[src/rtl/mesi_isc_pkg.sv]
// Shared MESI ISC coherence-bus types: cbus command codes, MESI line states
// and the per-CPU responder FSM states.
package mesi_isc_pkg;

    typedef enum logic [2:0] {
        CMD_NOP      = 3'd0,
        CMD_WR_SNOOP = 3'd1,
        CMD_RD_SNOOP = 3'd2,
        CMD_EN_WR    = 3'd3,
        CMD_EN_RD    = 3'd4
    } cbus_cmd_t;

    typedef enum logic [1:0] {
        MESI_I = 2'b00,
        MESI_S = 2'b01,
        MESI_E = 2'b10,
        MESI_M = 2'b11
    } mesi_state_t;

    typedef enum logic [2:0] {
        FSM_IDLE,
        FSM_LOOKUP,
        FSM_WB,
        FSM_EN_WAIT,
        FSM_ACK,
        FSM_WAIT_NOP
    } resp_state_t;

    // Codes 5-7 are reserved and behave like NOP.
    function automatic logic cmd_is_valid(input cbus_cmd_t cmd);
        return (cmd == CMD_WR_SNOOP) || (cmd == CMD_RD_SNOOP) ||
               (cmd == CMD_EN_WR)    || (cmd == CMD_EN_RD);
    endfunction

endpackage

[src/rtl/mesi_isc_cbus_resp_if.sv]
// Signal bundle between the broadcast controller / private cache (master)
// and one CPU's coherence-bus responder (slave).
interface mesi_isc_cbus_resp_if #(
    parameter int unsigned CBUS_CMD_WIDTH = 3,
    parameter int unsigned ADDR_WIDTH     = 32
);
    logic [CBUS_CMD_WIDTH-1:0] cbus_cmd_i;
    logic [ADDR_WIDTH-1:0]     cbus_addr_i;
    logic                      cbus_ack_o;
    logic                      wb_req_o;
    logic [ADDR_WIDTH-1:0]     wb_addr_o;
    logic                      wb_done_i;
    logic                      en_o;
    logic                      en_wr_o;
    logic                      local_done_i;
    logic                      upd_valid_i;
    logic [ADDR_WIDTH-1:0]     upd_addr_i;
    logic [1:0]                upd_state_i;
    logic                      upd_ready_o;

    modport slave (
        input  cbus_cmd_i, cbus_addr_i, wb_done_i, local_done_i,
               upd_valid_i, upd_addr_i, upd_state_i,
        output cbus_ack_o, wb_req_o, wb_addr_o, en_o, en_wr_o, upd_ready_o
    );

    modport master (
        output cbus_cmd_i, cbus_addr_i, wb_done_i, local_done_i,
               upd_valid_i, upd_addr_i, upd_state_i,
        input  cbus_ack_o, wb_req_o, wb_addr_o, en_o, en_wr_o, upd_ready_o
    );

endinterface

[src/rtl/mesi_isc_line_state_ram.sv]
// Direct-mapped {tag, state} array: registered read port, one write port,
// asynchronous clear of every entry (state I) on rst.
module mesi_isc_line_state_ram #(
    parameter int unsigned SET_WIDTH  = 4,
    parameter int unsigned DATA_WIDTH = 28
) (
    input  logic                  clk,
    input  logic                  rst,
    input  logic [SET_WIDTH-1:0]  rd_idx_i,
    output logic [DATA_WIDTH-1:0] rd_data_o,
    input  logic                  we_i,
    input  logic [SET_WIDTH-1:0]  wr_idx_i,
    input  logic [DATA_WIDTH-1:0] wr_data_i
);
    localparam int unsigned DEPTH = 1 << SET_WIDTH;

    logic [DATA_WIDTH-1:0] mem_q [DEPTH];
    logic [DATA_WIDTH-1:0] rd_data_q;

    always_ff @(posedge clk or posedge rst) begin
        if (rst) begin
            for (int unsigned i = 0; i < DEPTH; i++) begin
                mem_q[i] <= '0;
            end
            rd_data_q <= '0;
        end else begin
            rd_data_q <= mem_q[rd_idx_i];
            if (we_i) begin
                mem_q[wr_idx_i] <= wr_data_i;
            end
        end
    end

    assign rd_data_o = rd_data_q;

endmodule

[src/rtl/mesi_isc_cbus_resp.sv]
// Per-CPU coherence-bus responder: executes snoops and enable grants against
// the local line-state array and returns a single-cycle ack per command.
module mesi_isc_cbus_resp
    import mesi_isc_pkg::*;
#(
    parameter int unsigned CBUS_CMD_WIDTH = 3,
    parameter int unsigned ADDR_WIDTH     = 32,
    parameter int unsigned SET_WIDTH      = 4,
    parameter int unsigned OFF_WIDTH      = 2
) (
    input  logic                 clk,
    input  logic                 rst,
    mesi_isc_cbus_resp_if.slave  bus
);
    localparam int unsigned TAG_WIDTH  = ADDR_WIDTH - SET_WIDTH - OFF_WIDTH;
    localparam int unsigned LINE_WIDTH = ADDR_WIDTH - OFF_WIDTH;
    localparam int unsigned ENT_WIDTH  = TAG_WIDTH + 2;

    resp_state_t             state_q, state_d;
    cbus_cmd_t               cmd_q, cmd_d;
    logic [LINE_WIDTH-1:0]   line_q, line_d;
    mesi_state_t             pend_q, pend_d;

    logic [SET_WIDTH-1:0]    rd_idx, wr_idx;
    logic [ENT_WIDTH-1:0]    rd_data, wr_data;
    logic                    we;

    cbus_cmd_t               cmd_in;
    logic                    cmd_valid;
    logic [TAG_WIDTH-1:0]    line_tag;
    logic [SET_WIDTH-1:0]    line_idx;
    mesi_state_t             ent_state;
    logic                    hit;
    logic                    unused_ok;

    assign cmd_in    = cbus_cmd_t'(bus.cbus_cmd_i);
    assign cmd_valid = cmd_is_valid(cmd_in);
    assign line_tag  = line_q[LINE_WIDTH-1:SET_WIDTH];
    assign line_idx  = line_q[SET_WIDTH-1:0];
    assign ent_state = mesi_state_t'(rd_data[1:0]);
    assign hit       = (rd_data[ENT_WIDTH-1:2] == line_tag) && (ent_state != MESI_I);
    assign unused_ok = ^{bus.cbus_addr_i[OFF_WIDTH-1:0], bus.upd_addr_i[OFF_WIDTH-1:0]};

    mesi_isc_line_state_ram #(
        .SET_WIDTH  (SET_WIDTH),
        .DATA_WIDTH (ENT_WIDTH)
    ) u_ram (
        .clk       (clk),
        .rst       (rst),
        .rd_idx_i  (rd_idx),
        .rd_data_o (rd_data),
        .we_i      (we),
        .wr_idx_i  (wr_idx),
        .wr_data_i (wr_data)
    );

    always_ff @(posedge clk or posedge rst) begin
        if (rst) begin
            state_q <= FSM_IDLE;
            cmd_q   <= CMD_NOP;
            line_q  <= '0;
            pend_q  <= MESI_I;
        end else begin
            state_q <= state_d;
            cmd_q   <= cmd_d;
            line_q  <= line_d;
            pend_q  <= pend_d;
        end
    end

    always_comb begin
        state_d         = state_q;
        cmd_d           = cmd_q;
        line_d          = line_q;
        pend_d          = pend_q;
        rd_idx          = line_idx;
        we              = 1'b0;
        wr_idx          = line_idx;
        wr_data         = {line_tag, pend_q};
        bus.cbus_ack_o  = 1'b0;
        bus.wb_req_o    = 1'b0;
        bus.wb_addr_o   = '0;
        bus.en_o        = 1'b0;
        bus.en_wr_o     = 1'b0;
        bus.upd_ready_o = 1'b0;

        unique case (state_q)
            FSM_IDLE: begin
                // Read is launched here so the registered result lands in LOOKUP.
                rd_idx = bus.cbus_addr_i[SET_WIDTH+OFF_WIDTH-1:OFF_WIDTH];
                if (cmd_valid) begin
                    cmd_d   = cmd_in;
                    line_d  = bus.cbus_addr_i[ADDR_WIDTH-1:OFF_WIDTH];
                    state_d = FSM_LOOKUP;
                end else begin
                    bus.upd_ready_o = 1'b1;
                    if (bus.upd_valid_i) begin
                        we      = 1'b1;
                        wr_idx  = bus.upd_addr_i[SET_WIDTH+OFF_WIDTH-1:OFF_WIDTH];
                        wr_data = {bus.upd_addr_i[ADDR_WIDTH-1:SET_WIDTH+OFF_WIDTH],
                                   bus.upd_state_i};
                    end
                end
            end
            FSM_LOOKUP: begin
                state_d = FSM_ACK;
                case (cmd_q)
                    CMD_WR_SNOOP: begin
                        if (hit && ent_state == MESI_M) begin
                            pend_d  = MESI_I;
                            state_d = FSM_WB;
                        end else if (hit) begin
                            we      = 1'b1;
                            wr_data = {line_tag, MESI_I};
                        end
                    end
                    CMD_RD_SNOOP: begin
                        if (hit && ent_state == MESI_M) begin
                            pend_d  = MESI_S;
                            state_d = FSM_WB;
                        end else if (hit && ent_state == MESI_E) begin
                            we      = 1'b1;
                            wr_data = {line_tag, MESI_S};
                        end
                    end
                    default: state_d = FSM_EN_WAIT;
                endcase
            end
            FSM_WB: begin
                bus.wb_req_o  = 1'b1;
                bus.wb_addr_o = {line_q, {OFF_WIDTH{1'b0}}};
                if (bus.wb_done_i) begin
                    we      = 1'b1;
                    state_d = FSM_ACK;
                end
            end
            FSM_EN_WAIT: begin
                bus.en_o    = 1'b1;
                bus.en_wr_o = (cmd_q == CMD_EN_WR);
                if (bus.local_done_i) begin
                    we      = 1'b1;
                    wr_data = {line_tag, (cmd_q == CMD_EN_WR) ? MESI_M : MESI_S};
                    state_d = FSM_ACK;
                end
            end
            FSM_ACK: begin
                bus.cbus_ack_o = 1'b1;
                state_d        = FSM_WAIT_NOP;
            end
            FSM_WAIT_NOP: begin
                if (bus.cbus_cmd_i == '0) begin
                    state_d = FSM_IDLE;
                end
            end
            default: state_d = FSM_IDLE;
        endcase
    end

endmodule

[src/flat_wrapper.sv]
// flat-port wrapper written by rule: the top's interface ports become plain ports
module mesi_isc_cbus_resp_flat import mesi_isc_pkg::*;
#(
    parameter int unsigned CBUS_CMD_WIDTH = 3,
    parameter int unsigned ADDR_WIDTH     = 32,
    parameter int unsigned SET_WIDTH      = 4,
    parameter int unsigned OFF_WIDTH      = 2
)
  (clk, rst, bus_cbus_cmd_i, bus_cbus_addr_i, bus_wb_done_i, bus_local_done_i, bus_upd_valid_i, bus_upd_addr_i, bus_upd_state_i, bus_cbus_ack_o, bus_wb_req_o, bus_wb_addr_o, bus_en_o, bus_en_wr_o, bus_upd_ready_o);
  mesi_isc_cbus_resp_if #(.CBUS_CMD_WIDTH(CBUS_CMD_WIDTH), .ADDR_WIDTH(ADDR_WIDTH)) bus_i ();
  input  logic clk;
  input  logic rst;
  input wire logic [$bits(bus_i.cbus_cmd_i)-1:0] bus_cbus_cmd_i;
  input wire logic [$bits(bus_i.cbus_addr_i)-1:0] bus_cbus_addr_i;
  input wire logic [$bits(bus_i.wb_done_i)-1:0] bus_wb_done_i;
  input wire logic [$bits(bus_i.local_done_i)-1:0] bus_local_done_i;
  input wire logic [$bits(bus_i.upd_valid_i)-1:0] bus_upd_valid_i;
  input wire logic [$bits(bus_i.upd_addr_i)-1:0] bus_upd_addr_i;
  input wire logic [$bits(bus_i.upd_state_i)-1:0] bus_upd_state_i;
  output wire logic [$bits(bus_i.cbus_ack_o)-1:0] bus_cbus_ack_o;
  output wire logic [$bits(bus_i.wb_req_o)-1:0] bus_wb_req_o;
  output wire logic [$bits(bus_i.wb_addr_o)-1:0] bus_wb_addr_o;
  output wire logic [$bits(bus_i.en_o)-1:0] bus_en_o;
  output wire logic [$bits(bus_i.en_wr_o)-1:0] bus_en_wr_o;
  output wire logic [$bits(bus_i.upd_ready_o)-1:0] bus_upd_ready_o;
  assign bus_i.cbus_cmd_i = bus_cbus_cmd_i;
  assign bus_i.cbus_addr_i = bus_cbus_addr_i;
  assign bus_i.wb_done_i = bus_wb_done_i;
  assign bus_i.local_done_i = bus_local_done_i;
  assign bus_i.upd_valid_i = bus_upd_valid_i;
  assign bus_i.upd_addr_i = bus_upd_addr_i;
  assign bus_i.upd_state_i = bus_upd_state_i;
  assign bus_cbus_ack_o = bus_i.cbus_ack_o;
  assign bus_wb_req_o = bus_i.wb_req_o;
  assign bus_wb_addr_o = bus_i.wb_addr_o;
  assign bus_en_o = bus_i.en_o;
  assign bus_en_wr_o = bus_i.en_wr_o;
  assign bus_upd_ready_o = bus_i.upd_ready_o;
  mesi_isc_cbus_resp #(.CBUS_CMD_WIDTH(CBUS_CMD_WIDTH), .ADDR_WIDTH(ADDR_WIDTH), .SET_WIDTH(SET_WIDTH), .OFF_WIDTH(OFF_WIDTH)) u_core (.clk(clk), .rst(rst), .bus(bus_i));
endmodule
[config.mk]
export PLATFORM = sky130hd
export DESIGN_NAME = mesi_isc_cbus_resp_flat
export DESIGN_NICKNAME = d
export VERILOG_FILES = /design/src/rtl/mesi_isc_pkg.sv /design/src/rtl/mesi_isc_cbus_resp_if.sv /design/src/rtl/mesi_isc_line_state_ram.sv /design/src/rtl/mesi_isc_cbus_resp.sv /design/src/flat_wrapper.sv
export SDC_FILE = /design/constraint.sdc
export NUM_CORES = 1
export LEC_CHECK = 0
export CORE_MARGIN = 4
export CORE_UTILIZATION = 61
export DETAILED_ROUTE_END_ITERATION = 10
export PLACE_DENSITY = 0.79
export SETUP_SLACK_MARGIN = 0.2
export SLEW_MARGIN = 20
export SYNTH_ARGS = -nofsm -noshare
export SYNTH_HDL_FRONTEND = slang
export SYNTH_SLANG_ARGS = --single-unit
[constraint.sdc]
create_clock -name clk -period 21.6 [get_ports clk]
set_input_delay 2.16 -clock clk [delete_from_list [all_inputs] [get_ports clk]]
set_output_delay 2.16 -clock clk [all_outputs]
set_load 0.03 [all_outputs]
==> out/results.ini <==
[outcome]
status = completed

[hold_path]
hp-class = flip-flop to flip-flop
hold_depth = 1

[global_routing]
antenna_found_initial = 0
grt_pass1_vias = 14700
grt_max_degree = 143
grtUsageTotal = 0.277
grt_pass1_wl_um = 88700
grt-ovfl-total = 0

[timing]
hold_ws_ns = 0.481
setup_slack_ns = 15.30
hold_viol = 0
tightest_slew_ns = 1.09
fin_crit_ns = 6.30
rsz0062_at_grt = false
min_period_over_period = 0.292
finalSetupTns_ns = 0
setup_viol = 0
fin_skew_ns = 0.0164
relSlewSlack = 0.269
max_freq_mhz = 159
slew_viol_final = 0

[floorplan]
dieArea_mm2 = 0.0426
ios = 111
placementRows = 72
die_w_um = 206
die_h_um = 206
core_mm2 = 0.0388
initial_utilization = 0.618

[yosys]
synth_cells = 1571
seq_area_frac_synth = 0.535
synthArstFlopShare = 1.00
synth_cell_types = 50
syn-mean-instance-area_um2 = 15.3
ys_ff_latch = 513
yosysWarningCount = 0
synth-edff-count = 0
synthFlopType = dfrtp_1
synth_area_mm2 = 0.0240

[place]
port_buffers = 104
dpl.hpwl_um = 31800
gp_congestion = 0.808
dp_cells = 2105
dp_slack_ns = 15.22
postPlaceCellArea_mm2 = 0.0254

[worst_setup_path]
crit_path_end_kind = output port
worstPathRequired_ns = 19.44
rr_worst_depth = 7
critPathKind = primary input to output port
cp_max_fo = 5
cp-start-kind = primary input
cp.arrival_ns = 4.14

[cells_and_area]
final_common_cell = dfrtp_1
insertedDiodeCount = 0
fin_cells = 2205
nets = 1720
fin_util = 0.701
final_cell_mix = 513 x dfrtp_1, 390 x mux2_2, 112 x mux4_2, 106 x mux2_1, 104 x clkdlybuf4s50_1
design_area_mm2 = 0.0272
drive_gt1_frac = 0.392
area_growth_pct = 13.3

[flow_run]
drv_cap = 0

[drt]
drt-vias-per-instance = 6.42
postRouteAntennaNets = 0
drt-pass1-iter-count = 5
num_vias = 14200
drc_errors = 0
wl_per_cell_um = 26.3
postRouteWirelength_um = 58100
drt_iter0_markers = 1096

[clock_tree]
clkTransAtPathRegs_ns = 0.06
root_buffer = clkbuf_16
cts_tree = done
clk_path_buf_depth = 3
post_cts_buffers = 0
clock_latency_ns = 0.59
clkSinkCount = 513
cts_resized = 0
holdBufCountCts = 0
h-tree-depth = 2
cts_made_buffers = 53

[power]
total_power_mw = 4.33
powerDensity_mw_per_mm2 = 159
power.leakage_nw = 12.3
max-vdd-ir-drop_v = 0.000167

## final cells by class
type,instances,area (um^2)
clock buffers,81,1600
clock inverters,15,133
fillers,2554,11600
inverters,14,60.1
multi-input cells,928,10600
flip-flops and latches,513,12800
well taps,518,648
repair buffers,136,1370
## metal layers
layer | routed length, um | up-vias | part of all wire | GRT usage
li1 | - | 6034 | - | -
met2 | 28600 | 420 | 0.49 | 0.436
met5 | 0 | - | 0 | 0
met3 | 3410 | 90 | 0.059 | 0.0483
met1 | 24500 | 7618 | 0.42 | 0.402
met4 | 1590 | 0 | 0.027 | 0.0860
## synth_stat cells (7+ instances only)
| library cell | number | area [um^2] |
|---|---|---|
| and3_1 | 34 | 213 |
| buf_2 | 25 | 125 |
| xor2_1 | 26 | 228 |
| nand3_1 | 16 | 80.1 |
| mux2_1 | 106 | 1190 |
| a22oi_1 | 64 | 480 |
| buf_6 | 19 | 214 |
| buf_4 | 7 | 52.6 |
| a21oi_1 | 15 | 75.1 |
| mux4_2 | 112 | 2520 |
| buf_1 | 11 | 41.3 |
| clkbuf_1 | 55 | 206 |
| nor2_1 | 15 | 56.3 |
| mux2_2 | 390 | 4390 |
| inv_1 | 14 | 52.6 |
| nand2b_1 | 11 | 68.8 |
| nand2_1 | 42 | 158 |
| dfrtp_1 | 513 | 12800 |
| o211ai_4 | 12 | 255 |
## critical path: stages
cell and delay (ns):
clkdlybuf4s50_1 0.51, nor3_2 0.38, nor2_1 0.13, nor2b_1 0.23, clkdlybuf4s50_1 0.72
## cell families (layout without fill, tap and decap cells)
group                     after synthesis  count (layout)  synth area share
AOI/OAI and AO/OA                     130             130            0.0474
xor gates and xnor gates               27              27           0.00985
buffers and inverters                 131             246            0.0288
DFF                                   513             513             0.535
muxes                                 619             619             0.346
other                                   1               2          0.000156
and+or+nand+nor                       150             150            0.0336
## path summary, 6_finish.rpt
check	start	end	slack [ns]
setup / recovery	bus_cbus_cmd_i[1]	bus_upd_ready_o	15.30
hold / removal	u_core.u_ram.mem_q[118]$_DFFE_PP0P_	u_core.u_ram.mem_q[118]$_DFFE_PP0P_	0.48
setup reg to reg	u_core.line_q[24]$_DFFE_PP0P_	u_core.u_ram.mem_q[369]$_DFFE_PP0P_	17.28
hold reg to reg	u_core.u_ram.mem_q[118]$_DFFE_PP0P_	u_core.u_ram.mem_q[118]$_DFFE_PP0P_	0.48
max in group asynchronous	rst	u_core.u_ram.mem_q[102]$_DFFE_PP0P_	17.13
min in group asynchronous	rst	u_core.line_q[2]$_DFFE_PP0P_	1.99
## power by group
part           internal (mW)  switching (mW)  total, mW
Clock                  0.533           0.375      0.908
Combinational          0.885           0.862       1.75
Sequential              1.41           0.262       1.67
## sequential cells by signal, indices dropped and copies added (netlist names)
signal	count
u_core.state_q	3
u_core.pend_q	1
u_core.cmd_q	3
u_core.u_ram.mem_q	448
u_core.u_ram.rd_data_o	28
u_core.line_q	30
(Power assumes the default switching activity.)
